File: config.mk
export PLATFORM = sky130hd
export DESIGN_NAME = uart_byte_rx
export DESIGN_NICKNAME = d
export VERILOG_FILES = /design/src/rtl/uart_byte_rx.sv
export SDC_FILE = /design/constraint.sdc
export NUM_CORES = 1
export LEC_CHECK = 0
export ABC_AREA = 1
export BUFFER_PORTS_ARGS = -buffer_cell sky130_fd_sc_hd__buf_4
export CORE_MARGIN = 2
export CORE_UTILIZATION = 30
export DETAILED_ROUTE_END_ITERATION = 7
export SLEW_MARGIN = 10
export SYNTH_ARGS = -nofsm -noshare
export SYNTH_HDL_FRONTEND = slang
export SYNTH_SLANG_ARGS = --single-unit
File: constraint.sdc
create_clock -name clock -period 3.6 [get_ports clock]
set_clock_uncertainty 0.2 [all_clocks]
set_input_delay 0.18 -clock clock [delete_from_list [all_inputs] [get_ports clock]]
set_output_delay 0.18 -clock clock [all_outputs]
set_load 0.01 [all_outputs]
File: src/rtl/uart_byte_rx.sv
// 8N1 serial receiver: recovers bytes from an oversampled rx line
// and presents them with a one-cycle valid strobe.
module uart_byte_rx #(
    parameter int CLKS_PER_BIT = 16
) (
    input  logic       clock,
    input  logic       reset,
    input  logic       rx,
    output logic [7:0] data,
    output logic       valid,
    output logic       framing_err,
    output logic       busy
);

    localparam int HALF = CLKS_PER_BIT / 2;
    localparam int TW   = $clog2(CLKS_PER_BIT);

    localparam logic [TW-1:0] HALF_M1 = TW'(HALF - 1);
    localparam logic [TW-1:0] LAST    = TW'(CLKS_PER_BIT - 1);

    typedef enum logic [2:0] {
        IDLE,
        START,
        DATA,
        STOP,
        BREAK
    } state_t;

    state_t        state;
    logic [TW-1:0] tick;
    logic [3:0]    bitcnt;
    logic [7:0]    shreg;
    logic          rx_m;
    logic          rx_s;

    // Both stages reset high so the line reads idle out of reset.
    always_ff @(posedge clock or negedge reset) begin
        if (!reset) begin
            rx_m <= 1'b1;
            rx_s <= 1'b1;
        end else begin
            rx_m <= rx;
            rx_s <= rx_m;
        end
    end

    always_ff @(posedge clock or negedge reset) begin
        if (!reset) begin
            state       <= IDLE;
            tick        <= '0;
            bitcnt      <= '0;
            shreg       <= '0;
            data        <= '0;
            valid       <= 1'b0;
            framing_err <= 1'b0;
            busy        <= 1'b0;
        end else begin
            valid       <= 1'b0;
            framing_err <= 1'b0;
            case (state)
                IDLE: begin
                    tick   <= '0;
                    bitcnt <= '0;
                    // Busy trails the state by one cycle on the way out.
                    busy   <= ~rx_s;
                    if (!rx_s) begin
                        state <= START;
                    end
                end
                START: begin
                    if (tick == HALF_M1) begin
                        tick  <= '0;
                        state <= rx_s ? IDLE : DATA;
                    end else begin
                        tick <= tick + 1'b1;
                    end
                end
                DATA: begin
                    if (tick == LAST) begin
                        tick   <= '0;
                        shreg  <= {rx_s, shreg[7:1]};
                        bitcnt <= bitcnt + 1'b1;
                        if (bitcnt == 4'd7) begin
                            bitcnt <= '0;
                            state  <= STOP;
                        end
                    end else begin
                        tick <= tick + 1'b1;
                    end
                end
                STOP: begin
                    if (tick == LAST) begin
                        tick <= '0;
                        if (rx_s) begin
                            data  <= shreg;
                            valid <= 1'b1;
                            state <= IDLE;
                        end else begin
                            framing_err <= 1'b1;
                            state       <= BREAK;
                        end
                    end else begin
                        tick <= tick + 1'b1;
                    end
                end
                BREAK: begin
                    if (rx_s) begin
                        state <= IDLE;
                    end
                end
                default: begin
                    state <= IDLE;
                end
            endcase
        end
    end

endmodule

==> results of run 1 <==
==> worst paths after layout <==
kind | startpoint | end | depth (start not counted)
max in group asynchronous | reset | rx_s | 2
max | state[2] | state[1] | 7
min reg2reg | rx_m | rx_s | 0
min | reset | data[0] | 2
max reg2reg | state[2] | state[1] | 7
min in group clock | rx_m | rx_s | 0
==> Yosys cell counts <==
library cell	count	area [µm²]
nor3b_1	1	7.51
nand2_4	1	11.3
a21oi_1	3	15.0
nor3_4	1	16.3
dfstp_2	2	52.6
nand3_2	1	10.0
nand3_4	1	17.5
nor2_2	1	6.26
nand3_1	13	65.1
nand4_1	1	6.26
o21ai_1	9	45.0
dfrtp_1	30	751
nand2_2	4	25.0
buf_2	1	5.00
nor2_1	13	48.8
ha_1	2	25.0
nand2_1	37	139
o21ai_0	4	20.0
xor2_1	1	8.76
o21ai_2	7	61.3
inv_2	4	15.0
inv_1	15	56.3
o21a_1	1	7.51
buf_6	3	33.8
==> critical path: cells and delay by family, from the launching register on <==
family | cells | cell delay (ns)
and+or+nand+nor | 6 | 0.64
DFF | 1 | 0.55
buffers and inverters | 1 | 0.18
==> report_power, final <==
group | switching [mW] | total [mW] | internal [mW]
clock | 0.133 | 0.338 | 0.205
sequential | 0.0409 | 0.443 | 0.402
combinational | 0.136 | 0.216 | 0.0801
total | 0.310 | 0.997 | 0.687
==> registers in the layout, summed over array words and instances (netlist names) <==
register,flops
data,8
shreg,8
bitcnt,4
tick,4
state,3
busy,1
framing_err,1
rx_m,1
rx_s,1
valid,1
==> layout make-up <==
| class | instances | area [µm²] | area share |
|---|---|---|---|
| Inverter | 19 | 71.3 | 0.0419 |
| Multi-Input combinational cell | 101 | 536 | 0.314 |
| Clock inverter | 2 | 35.0 | 0.0206 |
| Sequential cell | 32 | 803 | 0.472 |
| Tap cell | 54 | 67.6 | 0.0397 |
| Timing Repair Buffer | 15 | 118 | 0.0691 |
| Clock buffer | 6 | 72.6 | 0.0426 |
==> cell families after synthesis <==
group	count (synthesis)
AND/OR/NAND/NOR	74
adder cells (fa/ha/maj)	2
XOR/XNOR	1
AO/OA/AOI/OAI	24
flip-flops	32
buffers and inverters	23
==> cells in the final DEF, fill, tap and decap left out <==
cell and n:
nand3_1 13, nand3_4 1, o21ai_1 9, a21oi_1 3, nand4_1 1, nor3_4 1, nand2_2 4, o21a_1 1
inv_2 4, nor2_1 13, bufinv_16 1, dfrtp_1 30, buf_4 13, nand2_1 37, dfstp_2 2, dlygate4sd3_1 2
inv_1 15, clkbuf_1 1, nand2_4 1, o21ai_0 4, ha_1 2, clkbuf_8 5, xor2_1 1, o21ai_2 7
nand3_2 1, clkinv_2 1, nor3b_1 1, nor2_2 1
==> routing by layer <==
layer  up-vias  track usage  wire length (µm)
li1        534            -                 -
met1       471        0.138              1190
met2        20        0.159               981
met3         8       0.0384               146
met4         0       0.0545                48
met5         -            0                 0
==> results.sh, run 1 <==
export IMPL_status="completed"
export IMPL_syn_nets=161
export IMPL_nets=179
export IMPL_dp_hpwl_um=1620
export IMPL_post_cts_buffers=0
export IMPL_p_total_mw=0.997
export IMPL_die_h_um=73.5
export IMPL_ys_types=24
export IMPL_finalSetupViolations=0
export IMPL_yosysWarnings=0
export IMPL_endpoint_kind="register"
export IMPL_grt_pass1_wl_um=4420
export IMPL_drc=0
export IMPL_clock_path_buffers=2
export IMPL_worst_pin_slew_ns=0.385
export IMPL_die_w_um=73.5
export IMPL_holdWs_ns=0.156
export IMPL_max_stage_delay_ns=0.55
export IMPL_coreArea_um2=4690
export IMPL_tritoncts="yes"
export IMPL_initial_core_util=0.309
export IMPL_finalMaxSlewViolations=0
export IMPL_max_vdd_ir_drop_v=0.000307
export IMPL_ys_ff_latch=32
export IMPL_p_leak_nw=0.827
export IMPL_drt_pass1_iterations=4
export IMPL_fill_cells=483
export IMPL_diodes=0
export IMPL_cts_hold_buf=2
export IMPL_grt_overflow=0
export IMPL_critical_path_max_fanout=8
export IMPL_clk_pin_slew_worst_paths_ns=0.07
export IMPL_rows=25
export IMPL_track_usage=0.107
export IMPL_dp_cells=219
export IMPL_period_share=0.464
export IMPL_finish_instance_area_um2=1700
export IMPL_portBuffers=13
export IMPL_synthesis_area_um2=1450
export IMPL_utilization=0.363
export IMPL_drt_initial_drc_count=52
export IMPL_synth_area_mux_share=0
export IMPL_routed_wl_um=2370
export IMPL_vias=1033
export IMPL_synth_seq_area_share=0.554
export IMPL_ios=14
export IMPL_synth_top_family_by_area="simple AND/OR/NAND/NOR gates"
export IMPL_required_ns=3.57
export IMPL_htreeDepth=2
export IMPL_wire_per_inst_um=10.3
export IMPL_via_per_inst=4.51
export IMPL_max_freq_ghz=0.599
export IMPL_synthAdderAreaFrac=0.0173
export IMPL_drv_cap=0
export IMPL_critPathLaunchType="register"
export IMPL_grt_pass1_vias=1011
export IMPL_grt_max_degree=33
export IMPL_fin_setup_tns_ns=0
export IMPL_fin_crit_ns=1.67
export IMPL_fin_ws_ns=1.93
export IMPL_cts_root_buffer_cell="clkbuf_8"
export IMPL_syn_inst=156
export IMPL_ctsResizeCount=0
export IMPL_path_class="register to register"
export IMPL_area_growth_pct=17.5
export IMPL_crit_arrival_ns=1.64
export IMPL_antenna_found_initial=0
export IMPL_ant_nets=0
export IMPL_cts_sink_count=32
export IMPL_clkLatencyLatePin_ns=0.28
export IMPL_place_area_um2=1580
export IMPL_rrSetupSlack_ns=1.93
export IMPL_hold_viol=0
export IMPL_rsz0062_at_grt="false"
export IMPL_fin_cells=229
export IMPL_synthSimpleGateAreaFrac=0.244
export IMPL_path_common_cell="nand2_1"
export IMPL_p_per_area_nw_per_um2=585
export IMPL_drive_gt1_frac=0.240
export IMPL_synth_area_per_cell_um2=9.29
export IMPL_synth_compound_area_frac=0.103
export IMPL_dieArea_um2=5400
export IMPL_synthXorXnorAreaFrac=0.00604
export IMPL_min_path_type="input port to async pin"
export IMPL_maxSlewHeadroom=0.743
export IMPL_post_place_ws_ns=1.94
export IMPL_crit_chain="inv_1 -> nand3_1 -> nor2_1 -> nor2_1 -> nand2_1 -> nand2_1 -> nand2_1"
export IMPL_place_congestion=0.850
export IMPL_critPathSlowestCell="dfrtp_1"
export IMPL_cts_inserted_buffers=5
Power figures use the tool's default switching activity.
==> inputs of run 2 (changes only) <==
- clock period: 3.6 -> 1.7 ns (I/O delays scaled with it)
==> results.sh, run 2 (same netlist as run 1, synthesis figures left out) <==
export IMPL_worstReg2RegStart="tick[0]"
export IMPL_drt_met1_wl_um=1240
export IMPL_hold_viol=0
export IMPL_tritoncts="yes"
export IMPL_drc=0
export IMPL_critPathSlowestCell="dfrtp_1"
export IMPL_min_path_type="input port to async pin"
export IMPL_crit_chain="ha_2 -> nand3_4 -> inv_4 -> nand2_2 -> buf_4 -> nand2_1 -> o21ai_1"
export IMPL_diodes=0
export IMPL_clk_pin_slew_worst_paths_ns=0.07
export IMPL_final_common_cell="nand2_1"
export IMPL_drt_pass1_iterations=6
export IMPL_grt_pass1_vias=998
export IMPL_critPathLaunchType="register"
export IMPL_clock_path_buffers=2
export IMPL_utilization=0.377
export IMPL_period_share=0.932
export IMPL_holdWs_ns=0.0720
export IMPL_track_usage=0.104
export IMPL_maxSlewHeadroom=0.738
export IMPL_via_per_inst=4.52
export IMPL_finalMaxSlewViolations=0
export IMPL_grt_pass1_wl_um=4260
export IMPL_die_w_um=73.5
export IMPL_p_per_area_nw_per_um2=1220
export IMPL_max_stage_delay_ns=0.39
export IMPL_status="completed"
export IMPL_critical_path_max_fanout=9
export IMPL_htreeDepth=2
export IMPL_cts_sink_count=32
export IMPL_coreArea_um2=4690
export IMPL_routed_wl_um=2520
export IMPL_dieArea_um2=5400
export IMPL_max_vdd_ir_drop_v=0.000825
export IMPL_rrSetupSlack_ns=0.12
export IMPL_grt_overflow=0
export IMPL_path_delay_family="flip-flops"
export IMPL_cts_root_buffer_cell="clkbuf_8"
export IMPL_wire_per_inst_um=10.7
export IMPL_reg_top3="data (8), shreg (8)"
export IMPL_required_ns=1.67
export IMPL_critPathBufInv=2
export IMPL_rsz0062_at_grt="false"
export IMPL_cts_inserted_buffers=5
export IMPL_dp_hpwl_um=1680
export IMPL_grt_max_degree=33
export IMPL_top_layer_used="met4"
export IMPL_area_growth_pct=22.0
export IMPL_p_leak_nw=0.842
export IMPL_fin_crit_ns=1.58
export IMPL_mostFrequentLayoutCells="nand2_1, dfrtp_1, buf_4, inv_1, nand3_1"
export IMPL_drt_initial_drc_count=70
export IMPL_antenna_found_initial=0
export IMPL_ant_nets=0
export IMPL_ios=14
export IMPL_crit_arrival_ns=1.55
export IMPL_die_h_um=73.5
export IMPL_post_cts_buffers=0
export IMPL_fin_setup_tns_ns=0
export IMPL_fill_cells=494
export IMPL_wl_met2_um=1100
export IMPL_routed_wl_met3_um=133
export IMPL_vias=1057
export IMPL_nets=184
export IMPL_finalSetupViolations=0
export IMPL_portBuffers=13
export IMPL_clkLatencyLatePin_ns=0.28
export IMPL_place_congestion=0.867
export IMPL_drv_cap=0
export IMPL_path_class="register to register"
export IMPL_drive_gt1_frac=0.278
export IMPL_endpoint_kind="register"
export IMPL_max_freq_ghz=0.631
export IMPL_rows=25
export IMPL_worst_pin_slew_ns=0.393
export IMPL_initial_core_util=0.309
export IMPL_crit_start="tick[0]"
run 2: area by class of cell:
type / instances / area [µm²] / area share
Sequential cell: 32 / 803 / 0.454
Multi-Input combinational cell: 102 / 568 / 0.321
Timing Repair Buffer: 19 / 148 / 0.0835
Inverter: 19 / 73.8 / 0.0418
Clock buffer: 6 / 72.6 / 0.0410
Tap cell: 54 / 67.6 / 0.0382
Clock inverter: 2 / 35.0 / 0.0198
run 2: metal layers:
layer,global-route usage,up-vias
li1,-,547
met1,0.131,483
met2,0.155,23
met3,0.0412,4
met4,0.0545,0
met5,0,-
run 2: where the power goes:
part           leakage [nW]  total [mW]  internal [mW]  switching [mW]
Clock                0.0552       0.708          0.435           0.274
Sequential            0.429       0.946          0.851          0.0955
Combinational         0.358       0.505          0.189           0.316
Total                 0.842        2.16           1.47           0.685
run 2: stage by stage:
| step | setup WS (ns) | cell area [µm²] | power, mW | cells |
|---|---|---|---|---|
| 4_1_cts | 0.0845 | 1730 | 2.15 | 233 |
| 6_report | 0.116 | 1770 | 2.16 | 234 |
| 2_1_floorplan | 0.242 | 1450 | 1.29 | 156 |
| 5_1_grt | 0.00671 | 1770 | 2.30 | 234 |
| 3_3_place_gp | 0.113 | 1610 | 1.43 | 223 |
| 3_5_place_dp | 0.0957 | 1610 | 1.42 | 223 |
run 2: worst paths after layout:
| path | endpoint | cells after the start |
|---|---|---|
| setup / recovery | shreg[6] | 7 |
| hold / removal | data[6] | 2 |
| setup reg to reg | shreg[6] | 7 |
| hold reg to reg | rx_s | 0 |
| max in group asynchronous | rx_s | 2 |
| min in group clock | rx_s | 0 |
run 2: worst register-to-register path, stage by stage, from the launching register on:
cell and delay (ns):
dfrtp_1 0.39, ha_2 0.23, nand3_4 0.11, inv_4 0.12, nand2_2 0.12, buf_4 0.19, nand2_1 0.06, o21ai_1 0.06
run 2: repair_timing:
action | CTS | global route
hold buffers | 2 | 0
endpoints found under the setup margin | 0 | 11
resized for setup | 0 | 6
endpoints found under the hold margin | 33 | 0
==> inputs of run 3 (changes only) <==
- ABC_AREA: 1 -> default
- RECOVER_POWER: default -> 100
==> results.sh, run 3 <==
export IMPL_coreArea_um2=4690
export IMPL_routed_wl_met3_um=119
export IMPL_wl_met2_um=1390
export IMPL_area_growth_pct=24.7
export IMPL_period_share=0.994
export IMPL_synth_top_flop_cell="dfrtp_1"
export IMPL_rr_worst_depth=3
export IMPL_worst_r2r_endpoint="shreg[4]"
export IMPL_synthesis_area_um2=1460
export IMPL_max_stage_delay_ns=0.49
export IMPL_synthArstFlopShare=1.00
export IMPL_maxSlewHeadroom=0.475
export IMPL_yosysTopAreaCellShare=0.515
export IMPL_path_delay_family="simple AND/OR/NAND/NOR gates"
export IMPL_p_sw_mw=0.724
export IMPL_grt_pass1_vias=1006
export IMPL_grt_pass1_wl_um=4590
export IMPL_tritoncts="yes"
export IMPL_vias=1019
export IMPL_p_per_area_nw_per_um2=1340
export IMPL_p_leak_nw=0.855
export IMPL_rrSetupSlack_ns=0.01
export IMPL_finalSetupViolations=0
export IMPL_cts_root_buffer_cell="clkbuf_8"
export IMPL_power_internal_mw=1.71
export IMPL_synth_most_common_cell="dfrtp_1"
export IMPL_drive_gt1_frac=0.322
export IMPL_ios=14
export IMPL_dieArea_um2=5430
export IMPL_hold_viol=0
export IMPL_required_ns=1.67
export IMPL_pwr_share_comb=0.283
export IMPL_final_common_cell="dfrtp_1"
export IMPL_drc=0
export IMPL_htreeDepth=2
export IMPL_critPathLaunchType="register"
export IMPL_die_h_um=73.7
export IMPL_worst_pin_slew_ns=0.787
export IMPL_fin_crit_ns=1.69
export IMPL_crit_chain="nand4_1 -> nor2_8 -> mux2_4"
export IMPL_ant_nets=0
export IMPL_path_class="register to register"
export IMPL_track_usage=0.112
export IMPL_p_total_mw=2.43
export IMPL_via_per_inst=5.10
export IMPL_max_freq_ghz=0.592
export IMPL_clkLatencyLatePin_ns=0.29
export IMPL_critPathBufInv=0
export IMPL_drt_initial_drc_count=35
export IMPL_syn_nets=123
export IMPL_drt_met1_wl_um=1260
export IMPL_die_w_um=73.7
export IMPL_p_sw_frac=0.298
export IMPL_power_frac_seq=0.391
export IMPL_min_to="rx_s"
export IMPL_dp_hpwl_um=1930
export IMPL_clock_path_buffers=2
export IMPL_yosysWarnings=0
export IMPL_drv_cap=0
export IMPL_top_layer_used="met4"
export IMPL_grt_max_degree=33
export IMPL_grt_overflow=0
export IMPL_diodes=0
export IMPL_place_congestion=0.848
export IMPL_fill_cells=460
export IMPL_yosysTopAreaCell="dfrtp_1"
export IMPL_rows=25
export IMPL_cts_sink_count=32
export IMPL_crit_arrival_ns=1.66
export IMPL_hold_path_cell_count=0
export IMPL_portBuffers=13
export IMPL_synth_edf_count=0
export IMPL_reg_top3="data (8), shreg (8)"
export IMPL_max_vdd_ir_drop_v=0.000603
export IMPL_clk_pin_slew_worst_paths_ns=0.07
export IMPL_min_from="rx_m"
export IMPL_rsz0062_at_grt="true"
export IMPL_netlist_top_cells_area="dfrtp_1, mux2_2, dfstp_2"
export IMPL_critical_path_max_fanout=8
export IMPL_ys_types=40
export IMPL_wire_per_inst_um=14.0
export IMPL_dp_cells=188
export IMPL_min_path_type="register to register"
export IMPL_routed_wl_um=2800
export IMPL_ys_ff_latch=32
export IMPL_initial_core_util=0.310
export IMPL_fin_cells=200
export IMPL_antenna_found_initial=0
export IMPL_cts_inserted_buffers=5
export IMPL_synth_seq_area_share=0.552
export IMPL_status="completed"
export IMPL_synth_common_cells="dfrtp_1, mux2_2, nand3_1, nand2_1, o21ai_0"
export IMPL_finalMaxSlewViolations=0
export IMPL_endpoint_kind="register"
export IMPL_nets=150
export IMPL_syn_inst=118
export IMPL_synth_area_per_cell_um2=12.3
export IMPL_mostFrequentLayoutCells="dfrtp_1, buf_4, clkbuf_1, mux2_4"
export IMPL_worstReg2RegStart="tick[3]"
export IMPL_drt_pass1_iterations=4
export IMPL_clkPwrFrac=0.326
export IMPL_critPathSlowestCell="dfrtp_1"
[run 3: cell types whose count changed after synthesis, moves of 4 or more]
cell	change
nand2_2	-4
inv_2	-4
o21ai_2	-7
inv_1	-12
o21ai_1	-9
nand3_1	-6
mux2_2	+16
nand2_1	-31
nor2_1	-9
[run 3: worst max-delay path by stage]
stage / startpoint / endpoint / cells past startpoint
2_1_floorplan: tick[0] / bitcnt[1] / 6
3_3_place_gp: tick[1] / shreg[3] / 4
3_5_place_dp: tick[1] / shreg[4] / 4
4_1_cts: tick[0] / shreg[7] / 4
5_1_grt: tick[3] / shreg[6] / 3
6_report: tick[3] / shreg[4] / 3
[run 3: area by class of cell]
class / instances / area, µm² / area share
flip-flops and latches: 32 / 803 / 0.442
repair buffers: 29 / 179 / 0.0985
well taps: 54 / 67.6 / 0.0372
clock inverters: 1 / 30.0 / 0.0165
clock buffers: 7 / 96.3 / 0.0530
multi-input cells: 74 / 629 / 0.346
inverters: 3 / 11.3 / 0.00620
[run 3: timing repair]
| action | CTS | global route |
|---|---|---|
| gates cloned | 0 | 0 |
| endpoints found under the hold margin | 33 | 0 |
| setup buffers | 1 | 1 |
| gates resized for setup | 1 | 5 |
| pin swaps | 3 | 3 |
| hold buffers | 2 | 0 |
| setup endpoints to repair | 6 | 8 |
[run 3: power by group through the flow]
stage | clock, mW | sequential (mW) | combinational, mW
2_1_floorplan | 0 | 0.920 | 0.490
3_3_place_gp | 0 | 0.960 | 0.637
3_5_place_dp | 0 | 0.961 | 0.656
4_1_cts | 0.810 | 0.946 | 0.677
5_1_grt | 0.848 | 0.965 | 0.759
6_report | 0.792 | 0.950 | 0.689
[run 3: stage by stage]
step                hold slack [ns]  worst slack (ns)  utilization  area [µm²]  setup TNS (ns)
floorplan                    -0.411           -0.0246            -        1480          -0.217
global placement             -0.163            0.0276        0.357        1680               0
detailed placement           -0.154           -0.0284        0.357        1680          -0.107
CTS                           0.102           -0.0300        0.391        1830          -0.135
global route                  0.160           -0.0808        0.387        1820          -0.579
finish                        0.157            0.0110        0.387        1820               0
[run 3: cell families (layout without fill, tap and decap cells)]
| group | count (synthesis) | in the layout | share of synthesized area |
|---|---|---|---|
| simple gates | 33 | 33 | 0.146 |
| flops | 32 | 32 | 0.552 |
| compound gates | 21 | 21 | 0.101 |
| mux | 17 | 17 | 0.131 |
| buf+inv | 12 | 40 | 0.0473 |
| fa+ha+maj | 2 | 2 | 0.0172 |
| xor+xnor | 1 | 1 | 0.00601 |
[run 3: per-layer routing]
layer  GRT usage  up-vias
met1       0.130      512
met3      0.0370        4
li1            -      478
met2       0.191       25
met5           0        -
met4      0.0424        0
